==> src/rtl/i2c_eeprom_sequencer_if.sv <==
// Host request/response and i2cUnit command signals of the EEPROM sequencer.
// Latency: none (wiring only).
// Backpressure: reqReady throttles the host; i2cBusy throttles the sequencer.
interface i2c_eeprom_sequencer_if;
  // host side
  logic       reqValid;
  logic       reqWrite;
  logic [7:0] reqAddr;
  logic [7:0] reqData;
  logic       reqReady;
  logic       respValid;
  logic [7:0] respData;
  logic       respError;
  // i2cUnit side
  logic [1:0] i2cCommand;
  logic [7:0] i2cWriteData;
  logic       i2cTransactionValid;
  logic       i2cBusy;
  logic [7:0] i2cReadData;

  // the sequencer itself
  modport slave (
    input  reqValid, reqWrite, reqAddr, reqData, i2cBusy, i2cReadData,
    output reqReady, respValid, respData, respError,
           i2cCommand, i2cWriteData, i2cTransactionValid
  );

  // whatever drives the sequencer (host plus i2cUnit)
  modport master (
    output reqValid, reqWrite, reqAddr, reqData, i2cBusy, i2cReadData,
    input  reqReady, respValid, respData, respError,
           i2cCommand, i2cWriteData, i2cTransactionValid
  );
endinterface

==> src/rtl/i2c_eeprom_sequencer.sv <==
// Sequences i2cUnit commands for single-byte EEPROM write / random read with ack polling.
// Latency: one command per ISSUE/WAIT pair plus DONE; response pulse one cycle after STOP completes.
// Backpressure: reqReady only in IDLE; each command waits for i2cBusy to rise and then fall.
module i2c_eeprom_sequencer #(
  parameter logic [6:0]  DEVICE_ADDR = 7'b1010000,
  parameter int unsigned MAX_POLL    = 255
) (
  input  logic                         clk,
  input  logic                         reset,
  i2c_eeprom_sequencer_if.slave        bus
);

  typedef enum logic [3:0] {
    S_IDLE    = 4'd0,
    S_START   = 4'd1,
    S_CTRL_W  = 4'd2,
    S_ADDR    = 4'd3,
    S_DATA    = 4'd4,
    S_RESTART = 4'd5,
    S_CTRL_R  = 4'd6,
    S_RECV    = 4'd7,
    S_STOP    = 4'd8,
    S_DONE    = 4'd9
  } state_t;

  localparam logic [1:0] CMD_START = 2'b00;
  localparam logic [1:0] CMD_STOP  = 2'b01;
  localparam logic [1:0] CMD_TX    = 2'b10;
  localparam logic [1:0] CMD_RX    = 2'b11;
  localparam logic [7:0] POLL_LIMIT = 8'(MAX_POLL);

  state_t     state_q, state_d;
  logic       wait_q, wait_d;        // 0: ISSUE phase, 1: WAIT phase
  logic       write_q, write_d;
  logic [7:0] addr_q, addr_d;
  logic [7:0] data_q, data_d;
  logic [7:0] poll_q, poll_d;
  logic [7:0] rbyte_q, rbyte_d;
  logic       err_q, err_d;
  logic       ready_q, ready_d;
  logic       resp_vld_q, resp_vld_d;
  logic       resp_err_q, resp_err_d;
  logic [7:0] resp_data_q, resp_data_d;
  logic [1:0] cmd_q, cmd_d;
  logic [7:0] wdata_q, wdata_d;
  logic       txn_vld_q, txn_vld_d;

  logic       launch;
  state_t     launch_state;
  logic       slave_ack;

  // Command opcode and byte that each command state puts on the i2cUnit port.
  function automatic logic [9:0] cmd_for(state_t s, logic [7:0] a, logic [7:0] d);
    logic [9:0] r;
    case (s)
      S_START, S_RESTART: r = {CMD_START, 8'h00};
      S_CTRL_W:           r = {CMD_TX, DEVICE_ADDR, 1'b0};
      S_ADDR:             r = {CMD_TX, a};
      S_DATA:             r = {CMD_TX, d};
      S_CTRL_R:           r = {CMD_TX, DEVICE_ADDR, 1'b1};
      S_RECV:             r = {CMD_RX, 8'h01};   // NACK the single read byte
      S_STOP:             r = {CMD_STOP, 8'h00};
      default:            r = {CMD_START, 8'h00};
    endcase
    return r;
  endfunction

  assign slave_ack = ~bus.i2cReadData[0];

  // Next-state logic: ISSUE/WAIT handshake per command, byte sequencing, ack polling.
  always_comb begin
    state_d      = state_q;
    wait_d       = wait_q;
    write_d      = write_q;
    addr_d       = addr_q;
    data_d       = data_q;
    poll_d       = poll_q;
    rbyte_d      = rbyte_q;
    err_d        = err_q;
    ready_d      = ready_q;
    resp_vld_d   = 1'b0;
    resp_err_d   = 1'b0;
    resp_data_d  = 8'h00;
    cmd_d        = cmd_q;
    wdata_d      = wdata_q;
    txn_vld_d    = txn_vld_q;
    launch       = 1'b0;
    launch_state = state_q;

    case (state_q)
      S_IDLE: begin
        ready_d = 1'b1;
        if (bus.reqValid && ready_q) begin
          write_d      = bus.reqWrite;
          addr_d       = bus.reqAddr;
          data_d       = bus.reqData;
          poll_d       = 8'h00;
          err_d        = 1'b0;
          rbyte_d      = 8'h00;
          ready_d      = 1'b0;
          launch       = 1'b1;
          launch_state = S_START;
        end
      end

      S_DONE: begin
        ready_d = 1'b1;
        state_d = S_IDLE;
      end

      default: begin
        if (!wait_q) begin
          // ISSUE: hold the request until the unit reports it has started
          if (bus.i2cBusy) begin
            txn_vld_d = 1'b0;
            wait_d    = 1'b1;
          end
        end else if (!bus.i2cBusy) begin
          // WAIT finished: decide what comes next; it issues from the next cycle
          launch = 1'b1;
          case (state_q)
            S_START:   launch_state = S_CTRL_W;
            S_CTRL_W: begin
              if (slave_ack) begin
                launch_state = S_ADDR;
              end else if (poll_q == POLL_LIMIT) begin
                launch_state = S_STOP;
                err_d        = 1'b1;
              end else begin
                // device busy with an internal write cycle: repeated start, try again
                poll_d       = poll_q + 8'd1;
                launch_state = S_START;
              end
            end
            S_ADDR: begin
              if (!slave_ack) begin
                launch_state = S_STOP;
                err_d        = 1'b1;
              end else begin
                launch_state = write_q ? S_DATA : S_RESTART;
              end
            end
            S_DATA: begin
              launch_state = S_STOP;
              if (!slave_ack) err_d = 1'b1;
            end
            S_RESTART: launch_state = S_CTRL_R;
            S_CTRL_R: begin
              if (slave_ack) begin
                launch_state = S_RECV;
              end else begin
                launch_state = S_STOP;
                err_d        = 1'b1;
              end
            end
            S_RECV: begin
              rbyte_d      = bus.i2cReadData;
              launch_state = S_STOP;
            end
            S_STOP: begin
              launch      = 1'b0;
              state_d     = S_DONE;
              resp_vld_d  = 1'b1;
              resp_err_d  = err_q;
              resp_data_d = (!write_q && !err_q) ? rbyte_q : 8'h00;
            end
            default: begin
              launch  = 1'b0;
              state_d = S_IDLE;
            end
          endcase
        end
      end
    endcase

    if (launch) begin
      state_d          = launch_state;
      wait_d           = 1'b0;
      txn_vld_d        = 1'b1;
      {cmd_d, wdata_d} = cmd_for(launch_state, addr_d, data_d);
    end
  end

  // State and registered outputs; reset drops any transaction in flight.
  always_ff @(posedge clk) begin
    if (reset) begin
      state_q     <= S_IDLE;
      wait_q      <= 1'b0;
      write_q     <= 1'b0;
      addr_q      <= 8'h00;
      data_q      <= 8'h00;
      poll_q      <= 8'h00;
      rbyte_q     <= 8'h00;
      err_q       <= 1'b0;
      ready_q     <= 1'b1;
      resp_vld_q  <= 1'b0;
      resp_err_q  <= 1'b0;
      resp_data_q <= 8'h00;
      cmd_q       <= CMD_START;
      wdata_q     <= 8'h00;
      txn_vld_q   <= 1'b0;
    end else begin
      state_q     <= state_d;
      wait_q      <= wait_d;
      write_q     <= write_d;
      addr_q      <= addr_d;
      data_q      <= data_d;
      poll_q      <= poll_d;
      rbyte_q     <= rbyte_d;
      err_q       <= err_d;
      ready_q     <= ready_d;
      resp_vld_q  <= resp_vld_d;
      resp_err_q  <= resp_err_d;
      resp_data_q <= resp_data_d;
      cmd_q       <= cmd_d;
      wdata_q     <= wdata_d;
      txn_vld_q   <= txn_vld_d;
    end
  end

  assign bus.reqReady            = ready_q;
  assign bus.respValid           = resp_vld_q;
  assign bus.respError           = resp_err_q;
  assign bus.respData            = resp_data_q;
  assign bus.i2cCommand          = cmd_q;
  assign bus.i2cWriteData        = wdata_q;
  assign bus.i2cTransactionValid = txn_vld_q;

endmodule

==> src/flat_wrapper.sv <==
// flat-port wrapper written by rule: the top's interface ports become plain ports
module i2c_eeprom_sequencer_flat 
#(
  parameter logic [6:0]  DEVICE_ADDR = 7'b1010000,
  parameter int unsigned MAX_POLL    = 255
)
  (clk, reset, bus_reqValid, bus_reqWrite, bus_reqAddr, bus_reqData, bus_i2cBusy, bus_i2cReadData, bus_reqReady, bus_respValid, bus_respData, bus_respError, bus_i2cCommand, bus_i2cWriteData, bus_i2cTransactionValid);
  i2c_eeprom_sequencer_if bus_i ();
  input  logic clk;
  input  logic reset;
  input wire logic [$bits(bus_i.reqValid)-1:0] bus_reqValid;
  input wire logic [$bits(bus_i.reqWrite)-1:0] bus_reqWrite;
  input wire logic [$bits(bus_i.reqAddr)-1:0] bus_reqAddr;
  input wire logic [$bits(bus_i.reqData)-1:0] bus_reqData;
  input wire logic [$bits(bus_i.i2cBusy)-1:0] bus_i2cBusy;
  input wire logic [$bits(bus_i.i2cReadData)-1:0] bus_i2cReadData;
  output wire logic [$bits(bus_i.reqReady)-1:0] bus_reqReady;
  output wire logic [$bits(bus_i.respValid)-1:0] bus_respValid;
  output wire logic [$bits(bus_i.respData)-1:0] bus_respData;
  output wire logic [$bits(bus_i.respError)-1:0] bus_respError;
  output wire logic [$bits(bus_i.i2cCommand)-1:0] bus_i2cCommand;
  output wire logic [$bits(bus_i.i2cWriteData)-1:0] bus_i2cWriteData;
  output wire logic [$bits(bus_i.i2cTransactionValid)-1:0] bus_i2cTransactionValid;
  assign bus_i.reqValid = bus_reqValid;
  assign bus_i.reqWrite = bus_reqWrite;
  assign bus_i.reqAddr = bus_reqAddr;
  assign bus_i.reqData = bus_reqData;
  assign bus_i.i2cBusy = bus_i2cBusy;
  assign bus_i.i2cReadData = bus_i2cReadData;
  assign bus_reqReady = bus_i.reqReady;
  assign bus_respValid = bus_i.respValid;
  assign bus_respData = bus_i.respData;
  assign bus_respError = bus_i.respError;
  assign bus_i2cCommand = bus_i.i2cCommand;
  assign bus_i2cWriteData = bus_i.i2cWriteData;
  assign bus_i2cTransactionValid = bus_i.i2cTransactionValid;
  i2c_eeprom_sequencer #(.DEVICE_ADDR(DEVICE_ADDR), .MAX_POLL(MAX_POLL)) u_core (.clk(clk), .reset(reset), .bus(bus_i));
endmodule
==> config.mk <==
export PLATFORM = sky130hd
export DESIGN_NAME = i2c_eeprom_sequencer_flat
export DESIGN_NICKNAME = d
export VERILOG_FILES = /design/src/rtl/i2c_eeprom_sequencer_if.sv /design/src/rtl/i2c_eeprom_sequencer.sv /design/src/flat_wrapper.sv
export SDC_FILE = /design/constraint.sdc
export NUM_CORES = 1
export LEC_CHECK = 0
export ABC_AREA = 0
export ABC_CLOCK_PERIOD_IN_PS = 1930
export BUFFER_PORTS_ARGS = -buffer_cell sky130_fd_sc_hd__clkbuf_2
export CAP_MARGIN = 20
export CORE_ASPECT_RATIO = 0.5
export CORE_MARGIN = 2
export CORE_UTILIZATION = 30
export CTS_BUF_LIST = sky130_fd_sc_hd__clkbuf_16
export DETAILED_ROUTE_END_ITERATION = 8
export PLACE_DENSITY_LB_ADDON = 0.2
export SKIP_LAST_GASP = 1
export SYNTH_ARGS = -nofsm -noshare
export SYNTH_HDL_FRONTEND = slang
export SYNTH_SLANG_ARGS = --single-unit
==> constraint.sdc <==
create_clock -name clk -period 1.93 [get_ports clk]
set_clock_uncertainty 0.05 [all_clocks]
set_input_delay 0.0965 -clock clk [delete_from_list [all_inputs] [get_ports clk]]
set_output_delay 0.0965 -clock clk [all_outputs]
set_load 0.01 [all_outputs]
# Word-level counts from Yosys, hierarchy flattened
# Index checks and enable logic that the tools add are counted.
[word_totals] register_bits=61 output_inout_bits=22 wordCells=127 inputBits=29
[op_classes] reduce_logical=27 mux=53 bitwise=4 n_addsub=1 eq_ne=27
[op_table] cell="$mux W8" n=13
[op_table] cell="$pmux W10 S6" n=1
[op_table] cell="$mux W4" n=10
[op_table] cell="$pmux W8 S2" n=2
[op_table] cell="$eq A4 B3 Y1 const B" n=7
[op_table] cell="$pmux W4 S2" n=3
[op_table] cell="$pmux W4 S6" n=1
[op_table] cell="$mux W1" n=19
[op_table] cell="$eq A4 B2 Y1 const B" n=4
[op_table] cell="$reduce_or A7 Y1" n=2
[op_table] cell="$eq A4 B4 Y1 const B" n=3
[op_table] cell="$ne A3 B1 Y1 const B" n=4
[op_table] cell="$reduce_bool A2 Y1" n=6
[op_table] cell="$add A8 B1 Y8 const B" n=1
[op_table] cell="$eq A8 B8 Y1 const B" n=1
[op_table] cell="$ne A2 B1 Y1 const B" n=4
[op_table] cell="$pmux W1 S2" n=4
[op_table] cell="$reduce_and A8 Y1" n=1
[op_table] cell="$reduce_and A7 Y1" n=1
[op_table] cell="$reduce_bool A3 Y1" n=2
[op_table] cell="$reduce_or A2 Y1" n=3
[op_table] cell="$reduce_or A6 Y1" n=1
[op_table] cell="$reduce_and A5 Y1" n=1
[op_table] cell="$reduce_or A5 Y1" n=1
[op_table] cell="11 further kinds" n=17

# Longest topological paths before layout
# Gate-level depths: netlist of the first run.
[logic_depth] word_depth=9 depth_mapped=8 mapped_depth_nobuf=7

# Least setup slack after synthesis of the first run
# No wires, ideal clock.
[synth_timing] path_kind="register -> register" from="register u_core.state_q[1]" to="register u_core.wdata_q[1], in the netlist u_core.bus.i2cWriteData[1]" path_stages_with_launch=8 setup_time_ns=0.117 arrival_time_ns=1.894 t_required_ns=1.763 synth_period_minus_slack_ns=2.061 n_path_buf=2 path_slack_ns=-0.131 path_cell_list="dfxtp_1 -> buf_6 -> or4_4 -> nor2_8 -> buf_4 -> mux2i_1 -> o32ai_1 -> a22o_1"
[synth_between] elab_chain_cells=8 elab_cells_between_ends=29 cone_classes="eq/ne: 14; mux: 12; reduce/logical: 3"
[synth_lines] item="start: declaration" line="i2c_eeprom_sequencer.sv:32" rtl="state_t state_q, state_d;"
[synth_lines] item="start signal: assignment" line="i2c_eeprom_sequencer.sv:203" rtl="state_q <= state_d;"
[synth_lines] item="$eq A4 B3 Y1" line="i2c_eeprom_sequencer.sv:121" rtl="case (state_q)"
[synth_lines] item="$reduce_or A2 Y1 (no line)"
[synth_lines] item="$pmux W4 S6" line="i2c_eeprom_sequencer.sv:121"
[synth_lines] item="$mux W4" line="i2c_eeprom_sequencer.sv:118" rtl="end else if (!bus.i2cBusy) begin"
[synth_lines] item="$mux W4" line="i2c_eeprom_sequencer.sv:112" rtl="if (!wait_q) begin"
[synth_lines] item="$pmux W4 S2" line="i2c_eeprom_sequencer.sv:90" rtl="case (state_q)"
[synth_lines] item="$eq A4 B4 Y1, or another cell as far along" line="i2c_eeprom_sequencer.sv:55" rtl="case (s)"
[synth_lines] item="$pmux W10 S6" line="i2c_eeprom_sequencer.sv:55"
[synth_lines] item="end signal: assignment" line="i2c_eeprom_sequencer.sv:216" rtl="wdata_q <= wdata_d;"
[synth_lines] item="end: declaration" line="i2c_eeprom_sequencer.sv:45" rtl="logic [7:0] wdata_q, wdata_d;"
# Parallel ways exist; a longest one is shown, timed or not.
# A chain may end at the register's enable or synchronous reset.

# Worst setup path after layout of the first run
[layout_timing] from="register u_core.state_q[3]" to="register u_core.wdata_q[4], in the netlist u_core.bus.i2cWriteData[4]"
# Same word-level chain as after synthesis.

==> summary.txt, run 1 <==
Run status
  • Status: finished, violations left
  • Failing checks: setup timing

Worst hold path
  • Worst Hold Class: input pin to flip-flop
  • Hold depth: 3
  • Min-delay src: bus_reqData[1]
  • Worst hold endpoint: u_core.data_q[1]$_SDFF_PP0_

Pwr
  • Leak: 1.80 nW
  • Comb pwr share: 0.267
  • Clock group share of total power: 0.381
  • PwrDens: 879 nW/µm²
  • Sw frac: 0.302
  • Sequential share of power: 0.353
  • Power Internal: 0.00272 W
  • Net Switching: 0.00118 W
  • Maximum vdd ir drop: 442 µV

Setup path
  • WP data arrival: 2270 ps
  • CP top delay family: simple AND/OR/NAND/NOR gates
  • WP data required: 2100 ps
  • R2R depth: 7
  • CP Buf/Inv Count: 2
  • R2R Setup Slk: -170 ps
  • Cells along the critical path: or4_4 -> nor2_8 -> buf_6 -> buf_16 -> mux2i_2 -> o32ai_2 -> a22o_1
  • Crit path launch type: flip-flop
  • CP max FO: 6
  • Worst r2r src: u_core.state_q[3]$_SDFFE_PP0P_
  • CP max stage delay: 600 ps
  • Crit. path cell count: 7
  • R2R Path End: u_core.bus.i2cWriteData[4]$_SDFFE_PP0P_
  • Kind of critical path: flip-flop to flip-flop
  • Crit path max-delay cell type: or4_4
  • Crit. End Element: flip-flop

Synthesis
  • Post-Synthesis Cells: 324
  • Synth unique cells: 59
  • Synth Register Bits: 61
  • Synth Net Count: 354
  • Post-synth EDFFs: 0
  • Register area share after synthesis: 0.429
  • Top_reg_cell synth: dfxtp_1
  • Leading area contributor after synthesis: dfxtp_1
  • Mapped Area: 2840 µm²
  • Asr flop ratio synth: 0
  • Avg Inst Size Synth: 8.78 µm²
  • Top cell type's share of synthesized area: 0.429
  • Synth area leaders: dfxtp_1, nor2_1, a21oi_1
  • Yosys Warn Count: 0

Clock network
  • CTS sink count: 61
  • Worst-Skew Late Latency: 330 ps
  • Htree depth: 3
  • Root Driver: clkbuf_16
  • CTS Buf Count: 9
  • Clk buf depth: 2
  • TritonCTS clock tree: done
  • CTS clk-pin slew, worst paths: 60 ps

Placement
  • GP Congestion: 0.872
  • Place WS: -304 ps
  • Area after DPL: 3630 µm²
  • I/O Buffers: 50
  • DP Wirelength: 6470 µm

STA
  • Worst Max-Slew Pin Slew: 425 ps
  • RSZ-0062 raised after global routing: true
  • Max Transition Viols Final: 0
  • Min Tclk post-route: 2100 ps
  • Final Hold Vio Count: 0
  • Final setup fails: 19
  • Final setup margin: -167 ps
  • Rel. slew slack: 0.714
  • Max Freq: 477 MHz
  • Setup TNS Final: -1500 ps
  • Final period utilization: 1.09

Floorplan
  • Core area: 9320 µm²
  • Starting Density: 0.305
  • I/O pins: 51
  • Area of the die: 10,300 µm²
  • Die W: 142 µm
  • Die height: 72.8 µm
  • Site Rows: 25

Detailed routing
  • Via count: 2,833
  • Iteration-0 DRC Markers: 113
  • ANT nets after route: 0
  • Wire per inst: 15.6 µm
  • Drt pass-1 iters: 4
  • Vias per cell: 4.88
  • DRC violations left: 0
  • WL final: 9080 µm

Global routing
  • Largest net degree at the start of global routing: 20
  • First-pass GRT wire length: 14,500 µm
  • Total GRT Usage: 0.183
  • Vias in the first global route: 2,839
  • Total gr overflow: 0
  • Initial antenna violation count: 0

Finish
  • Nets@finish: 485
  • Share of cells above drive strength 1: 0.435
  • Final Util: 0.476
  • Commonest cells after routing, fill and taps aside: buf_4, dfxtp_1, clkbuf_2
  • Area grow syn2layout: 55.9%
  • Commonest non-fill, non-tap cell in the layout: buf_4
  • Fillers: 894
  • Number of diodes: 0
  • Post-route design area: 4430 µm²

Run
  • Max cap viols: 0
## synthesized netlist by cell type, types with 2 or more instances
| library cell | instances |
|---|---|
| a21o_1 | 2 |
| a31oi_1 | 2 |
| dfxtp_1 | 61 |
| a21boi_0 | 2 |
| a211oi_1 | 2 |
| and2_1 | 10 |
| o21ai_0 | 14 |
| nor3_1 | 11 |
| nor2b_1 | 5 |
| nand2_1 | 29 |
| nand3_1 | 14 |
| a22oi_1 | 2 |
| o32ai_1 | 6 |
| a22o_1 | 6 |
| xnor2_1 | 6 |
| nand2b_1 | 7 |
| nor4_4 | 2 |
| inv_1 | 7 |
| nand4_1 | 2 |
| nor2_1 | 38 |
| buf_6 | 3 |
| a21oi_1 | 27 |
| buf_2 | 4 |
| o22ai_1 | 2 |
| mux2i_1 | 13 |
| o21a_1 | 2 |
| nor3b_1 | 4 |
| clkbuf_1 | 9 |
| o211ai_1 | 2 |
## how the worst max path moves through the flow
stage	start	endpoint	slack (ps)
after floorplan	u_core.state_q[3]$_SDFFE_PP0P_	u_core.bus.i2cWriteData[1]$_SDFFE_PP0P_	-120
after global placement	u_core.state_q[0]$_SDFFE_PP0P_	u_core.bus.i2cWriteData[1]$_SDFFE_PP0P_	-300
after detailed placement	u_core.state_q[0]$_SDFFE_PP0P_	u_core.bus.i2cWriteData[1]$_SDFFE_PP0P_	-300
after CTS	u_core.state_q[3]$_SDFFE_PP0P_	u_core.bus.i2cWriteData[1]$_SDFFE_PP0P_	-130
after global routing	u_core.state_q[1]$_SDFFE_PP0P_	u_core.bus.i2cWriteData[0]$_SDFFE_PP0P_	-220
final	u_core.state_q[3]$_SDFFE_PP0P_	u_core.bus.i2cWriteData[4]$_SDFFE_PP0P_	-170
## sequential cells by signal, indices dropped and copies added, names as in the netlist
signal / flops
u_core.poll_q: 8
u_core.bus.i2cCommand: 2
u_core.bus.respError: 1
u_core.err_q: 1
u_core.bus.respValid: 1
u_core.wait_q: 1
u_core.addr_q: 8
u_core.bus.i2cWriteData: 8
u_core.state_q: 4
u_core.bus.reqReady: 1
u_core.data_q: 8
u_core.rbyte_q: 8
u_core.write_q: 1
u_core.bus.i2cTransactionValid: 1
u_core.bus.respData: 8
## what timing repair did
item,4_1_cts,5_1_grt
cloned,1,0
gates resized for setup,43,25
pin swaps,8,5
hold buffers,12,0
endpoints found under the setup margin,19,39
setup buffers,14,0
endpoints found under the hold margin,12,0
## per-stage QoR
step	hold slack (ps)	cells	power, W
floorplan	140	324	0.00186
global placement	289	538	0.00216
detailed placement	291	538	0.00218
CTS	1.87	581	0.00388
global route	16.0	581	0.00407
finish	5.43	581	0.00390
## final cells by class
| type | count | area, µm² | share of cell area |
|---|---|---|---|
| inverter | 7 | 26.3 | 0.00593 |
| timing repair buffer | 138 | 1000 | 0.226 |
| clock buffer | 9 | 225 | 0.0508 |
| multi-input combinational | 238 | 1750 | 0.394 |
| tap | 121 | 151 | 0.0341 |
| sequential | 61 | 1230 | 0.277 |
| clock inverter | 7 | 51.3 | 0.0116 |
## layer usage
metal / global-route usage / share of wire / up-vias
li1: - / - / 1417
met1: 0.241 / 0.48 / 1347
met2: 0.294 / 0.46 / 59
met3: 0.0512 / 0.047 / 10
met4: 0.0589 / 0.011 / 0
met5: 0 / 0 / -
## tightest hold or removal path, delay by kind of cell
kind / cells / cell delay [ps]
multiplexers: 1 / 90
buffers and inverters: 1 / 80
AND/OR/NAND/NOR: 1 / 90
## cell families (layout without fill, tap and decap cells)
kind of cell,Yosys count,after routing,share of synthesized area
XOR/XNOR,6,6,0.0185
adder cells (fa/ha/maj),1,1,0.00440
buffers and inverters,25,161,0.0440
multiplexers,14,14,0.0497
AO/OA/AOI/OAI,83,83,0.200
flip-flops,61,61,0.429
AND/OR/NAND/NOR,134,134,0.254
## power by group through the flow
stage | Combinational [W] | Sequential, W | Clock, W
floorplan | 0.000474 | 0.00139 | 0
global placement | 0.000769 | 0.00139 | 0
detailed placement | 0.000784 | 0.00139 | 0
CTS | 0.000995 | 0.00137 | 0.00152
global route | 0.00112 | 0.00138 | 0.00157
finish | 0.00104 | 0.00137 | 0.00148
(Power assumes the default switching activity.)
==> run 2: changes to the inputs <==
--- a/config.mk
+++ b/config.mk
@@ -14,7 +14,8 @@
 export CORE_UTILIZATION = 30
 export CTS_BUF_LIST = sky130_fd_sc_hd__clkbuf_16
 export DETAILED_ROUTE_END_ITERATION = 8
-export PLACE_DENSITY_LB_ADDON = 0.2
+export GPL_TIMING_DRIVEN = 1
+export PLACE_DENSITY = 0.54
 export SKIP_LAST_GASP = 1
 export SYNTH_ARGS = -nofsm -noshare
 export SYNTH_HDL_FRONTEND = slang
==> run 2 against run 1 <==
  * The run still ends with setup timing left
  * Worst hold slack hardly changed
  * Cell count fell by 1.4%
  * First-iteration DRC count fell by 15%
  * Routed wire length shrank 8.8%
  * Die area stayed put
  * Sequential cell count stayed put
  * Fmax up 0.77%
  * Utilization is essentially flat
  * Via count fell by 1.7%
  * Critical endpoint is now u_core.bus.i2cWriteData[0]$_SDFFE_PP0P_
  * Largest cell class unchanged
  * Largest power group unchanged
==> summary.txt, run 2 (same netlist as run 1, synthesis figures left out) <==
Pwr
  • Sw frac: 0.285 (-0.0172)
  • Maximum vdd ir drop: 462 µV (+4.6%)
  • Power Internal: 0.00281 W (+3.3%)
  • Clock group share of total power: 0.390 (+0.009)
  • Leak: 1.78 nW (-0.67%)
  • Comb pwr share: 0.260 (-0.007)
  • Net Switching: 0.00112 W (-4.9%)
  • PwrDens: 886 nW/µm² (+0.81%)
  • Sequential share of power: 0.349 (-0.004)

Finish
  • Number of diodes: 0 (unchanged)
  • Final Util: 0.476 (about the same)
  • Nets@finish: 477 (-1.6%)
  • Commonest non-fill, non-tap cell in the layout: buf_4
  • Area grow syn2layout: 56.0% (about the same)
  • Final Non-Filler Cells: 573 (-1.4%)
  • Fillers: 915 (+2.3%)
  • Commonest cells after routing, fill and taps aside: buf_4, dfxtp_1, clkbuf_2
  • Share of cells above drive strength 1: 0.423 (-0.0122)

Global routing
  • First-pass GRT wire length: 13,200 µm (-8.7%)
  • Total gr overflow: 0 (unchanged)
  • Initial antenna violation count: 0 (unchanged)
  • Total GRT Usage: 0.167 (-0.0160)
  • Vias in the first global route: 2,660 (-6.3%)
  • Largest net degree at the start of global routing: 19 (-5.0%)

Setup path
  • CP top delay family: compound AO/OA/AOI/OAI gates
  • CP max stage delay: 600 ps (about the same)
  • Crit. path cell count: 7 (unchanged)
  • CP max FO: 8 (+2)
  • CP Buf/Inv Count: 1 (-1)
  • Cells along the critical path: or4_4 -> o221a_4 -> a31oi_4 -> buf_6 -> nor3b_1 -> o21bai_1 -> a22o_1
  • Critical path destination: u_core.bus.i2cWriteData[0]$_SDFFE_PP0P_
  • Critical Path Source: u_core.state_q[1]$_SDFFE_PP0P_
  • R2R Path End: u_core.bus.i2cWriteData[0]$_SDFFE_PP0P_
  • R2R Setup Slk: -150 ps (+20 ps)
  • R2R depth: 7 (unchanged)
  • WP data required: 2110 ps (about the same)
  • Worst r2r src: u_core.state_q[1]$_SDFFE_PP0P_
  • Kind of critical path: flip-flop to flip-flop
  • Crit path max-delay cell type: or4_4
  • Crit path launch type: flip-flop
  • WP data arrival: 2260 ps (about the same)
  • Crit. End Element: flip-flop

Detailed routing
  • WL final: 8280 µm (-8.8%)
  • Vias per cell: 4.86 (-0.32%)
  • DRC violations left: 0 (unchanged)
  • Via count: 2,785 (-1.7%)
  • Wire per inst: 14.5 µm (-7.5%)
  • Drt pass-1 iters: 4 (unchanged)
  • ANT nets after route: 0 (unchanged)
  • Iteration-0 DRC Markers: 96 (-15%)

Floorplan
  • I/O pins: 51 (unchanged)
  • Area of the die: 10,300 µm² (unchanged)
  • Starting Density: 0.305 (unchanged)
  • Core area: 9320 µm² (unchanged)
  • Die height: 72.8 µm (unchanged)
  • Die W: 142 µm (unchanged)
  • Site Rows: 25 (unchanged)

Clock network
  • CTS clk-pin slew, worst paths: 50 ps (about the same)
  • Root Driver: clkbuf_16
  • Clk buf depth: 2 (unchanged)
  • CTS Buf Count: 9 (unchanged)
  • CTS sink count: 61 (unchanged)
  • Worst-Skew Late Latency: 330 ps (about the same)
  • TritonCTS clock tree: done
  • Htree depth: 3 (unchanged)

STA
  • Final setup margin: -151 ps (+16.0 ps)
  • Final setup fails: 13 (-6)
  • RSZ-0062 raised after global routing: true
  • Max Transition Viols Final: 0 (unchanged)
  • Final Hold Vio Count: 0 (unchanged)
  • Max Freq: 480 MHz (+0.77%)
  • Final period utilization: 1.08 (-0.00830)
  • Rel. slew slack: 0.700 (-0.0135)
  • Min Tclk post-route: 2080 ps (-16.0 ps)
  • Worst Max-Slew Pin Slew: 447 ps (+22.8 ps)

Placement
  • DP Wirelength: 5820 µm (-10%)
  • I/O Buffers: 50 (unchanged)
  • Placed insts: 543 (+0.93%)
  • GP Congestion: 0.832 (-4.5%)

Worst hold path
  • Worst Hold Class: input pin to flip-flop

Run
  • Max cap viols: 0 (unchanged)

Run status
  • Failing checks: setup timing
  • Status: finished, violations left
## run 2: cell types whose count changed in the layout (fill, tap and decap cells not counted), moves of 3 or more
cell and delta:
dlygate4sd3_1 -3, buf_6 +3, mux2i_4 +3, o21ai_2 +3
buf_4 -8, mux2i_2 -4
## run 2: per-stage QoR
stage / hold slack (ps) / area (µm²) / setup slack, ps / setup TNS, ps / power, W
6_report: 5.36 / 4440 / -151 / -950 / 0.00393
5_1_grt: 5.94 / 4440 / -188 / -1930 / 0.00413
4_1_cts: 4.11 / 4250 / -132 / -875 / 0.00387
3_5_place_dp: 295 / 3670 / -218 / -1760 / 0.00220
3_3_place_gp: 298 / 3670 / -168 / -1330 / 0.00220
2_1_floorplan: 140 / 2860 / -115 / -749 / 0.00186
## run 2: worst min path at each step
stage	startpoint	endpoint	slack, ps	cells past startpoint
final	bus_reqData[5]	u_core.data_q[5]$_SDFF_PP0_	5	3
after global placement	bus_i2cReadData[7]	u_core.rbyte_q[7]$_SDFFE_PP0P_	300	3
after CTS	bus_reqData[4]	u_core.data_q[4]$_SDFF_PP0_	4	3
after floorplan	reset	u_core.bus.respValid$_SDFF_PP0_	140	1
after global routing	bus_reqData[4]	u_core.data_q[4]$_SDFF_PP0_	6	3
after detailed placement	bus_i2cReadData[2]	u_core.rbyte_q[2]$_SDFFE_PP0P_	300	3
## run 2: what timing repair did
action,in CTS,in global routing
pin swaps,14,15
resized for setup,42,39
hold buffers,9,0
setup endpoints to repair,16,31
endpoints found under the hold margin,9,0
buffers inserted,3,2
## run 2: worst reg2reg max path, cell delays in order (launching register included)
cell	delay (ps)
dfxtp_2	330
or4_4	600
o221a_4	260
a31oi_4	170
buf_6	170
nor3b_1	70
o21bai_1	160
a22o_1	170
## run 2: cell type report
cell class / count / area (µm²) / share of cell area
clock buffer: 9 / 225 / 0.0508
clock inverter: 7 / 58.8 / 0.0133
inverter: 7 / 26.3 / 0.00592
multi-input combinational: 238 / 1810 / 0.408
sequential: 61 / 1230 / 0.276
tap: 121 / 151 / 0.0341
timing repair buffer: 130 / 940 / 0.212
## run 2: per-layer routing
| layer | GRT usage | vias up | routed length [µm] |
|---|---|---|---|
| met5 | 0 | - | 0 |
| met4 | 0.0433 | 0 | 82 |
| met3 | 0.0630 | 9 | 467 |
| met2 | 0.260 | 59 | 3740 |
| met1 | 0.221 | 1312 | 3990 |
| li1 | - | 1405 | - |
## run 2: power by group through the flow
stage | clock, W | combinational, W | sequential, W
floorplan | 0 | 0.000474 | 0.00139
CTS | 0.00158 | 0.000928 | 0.00137
global route | 0.00164 | 0.00110 | 0.00138
global placement | 0 | 0.000814 | 0.00138
detailed placement | 0 | 0.000813 | 0.00139
finish | 0.00153 | 0.00102 | 0.00137
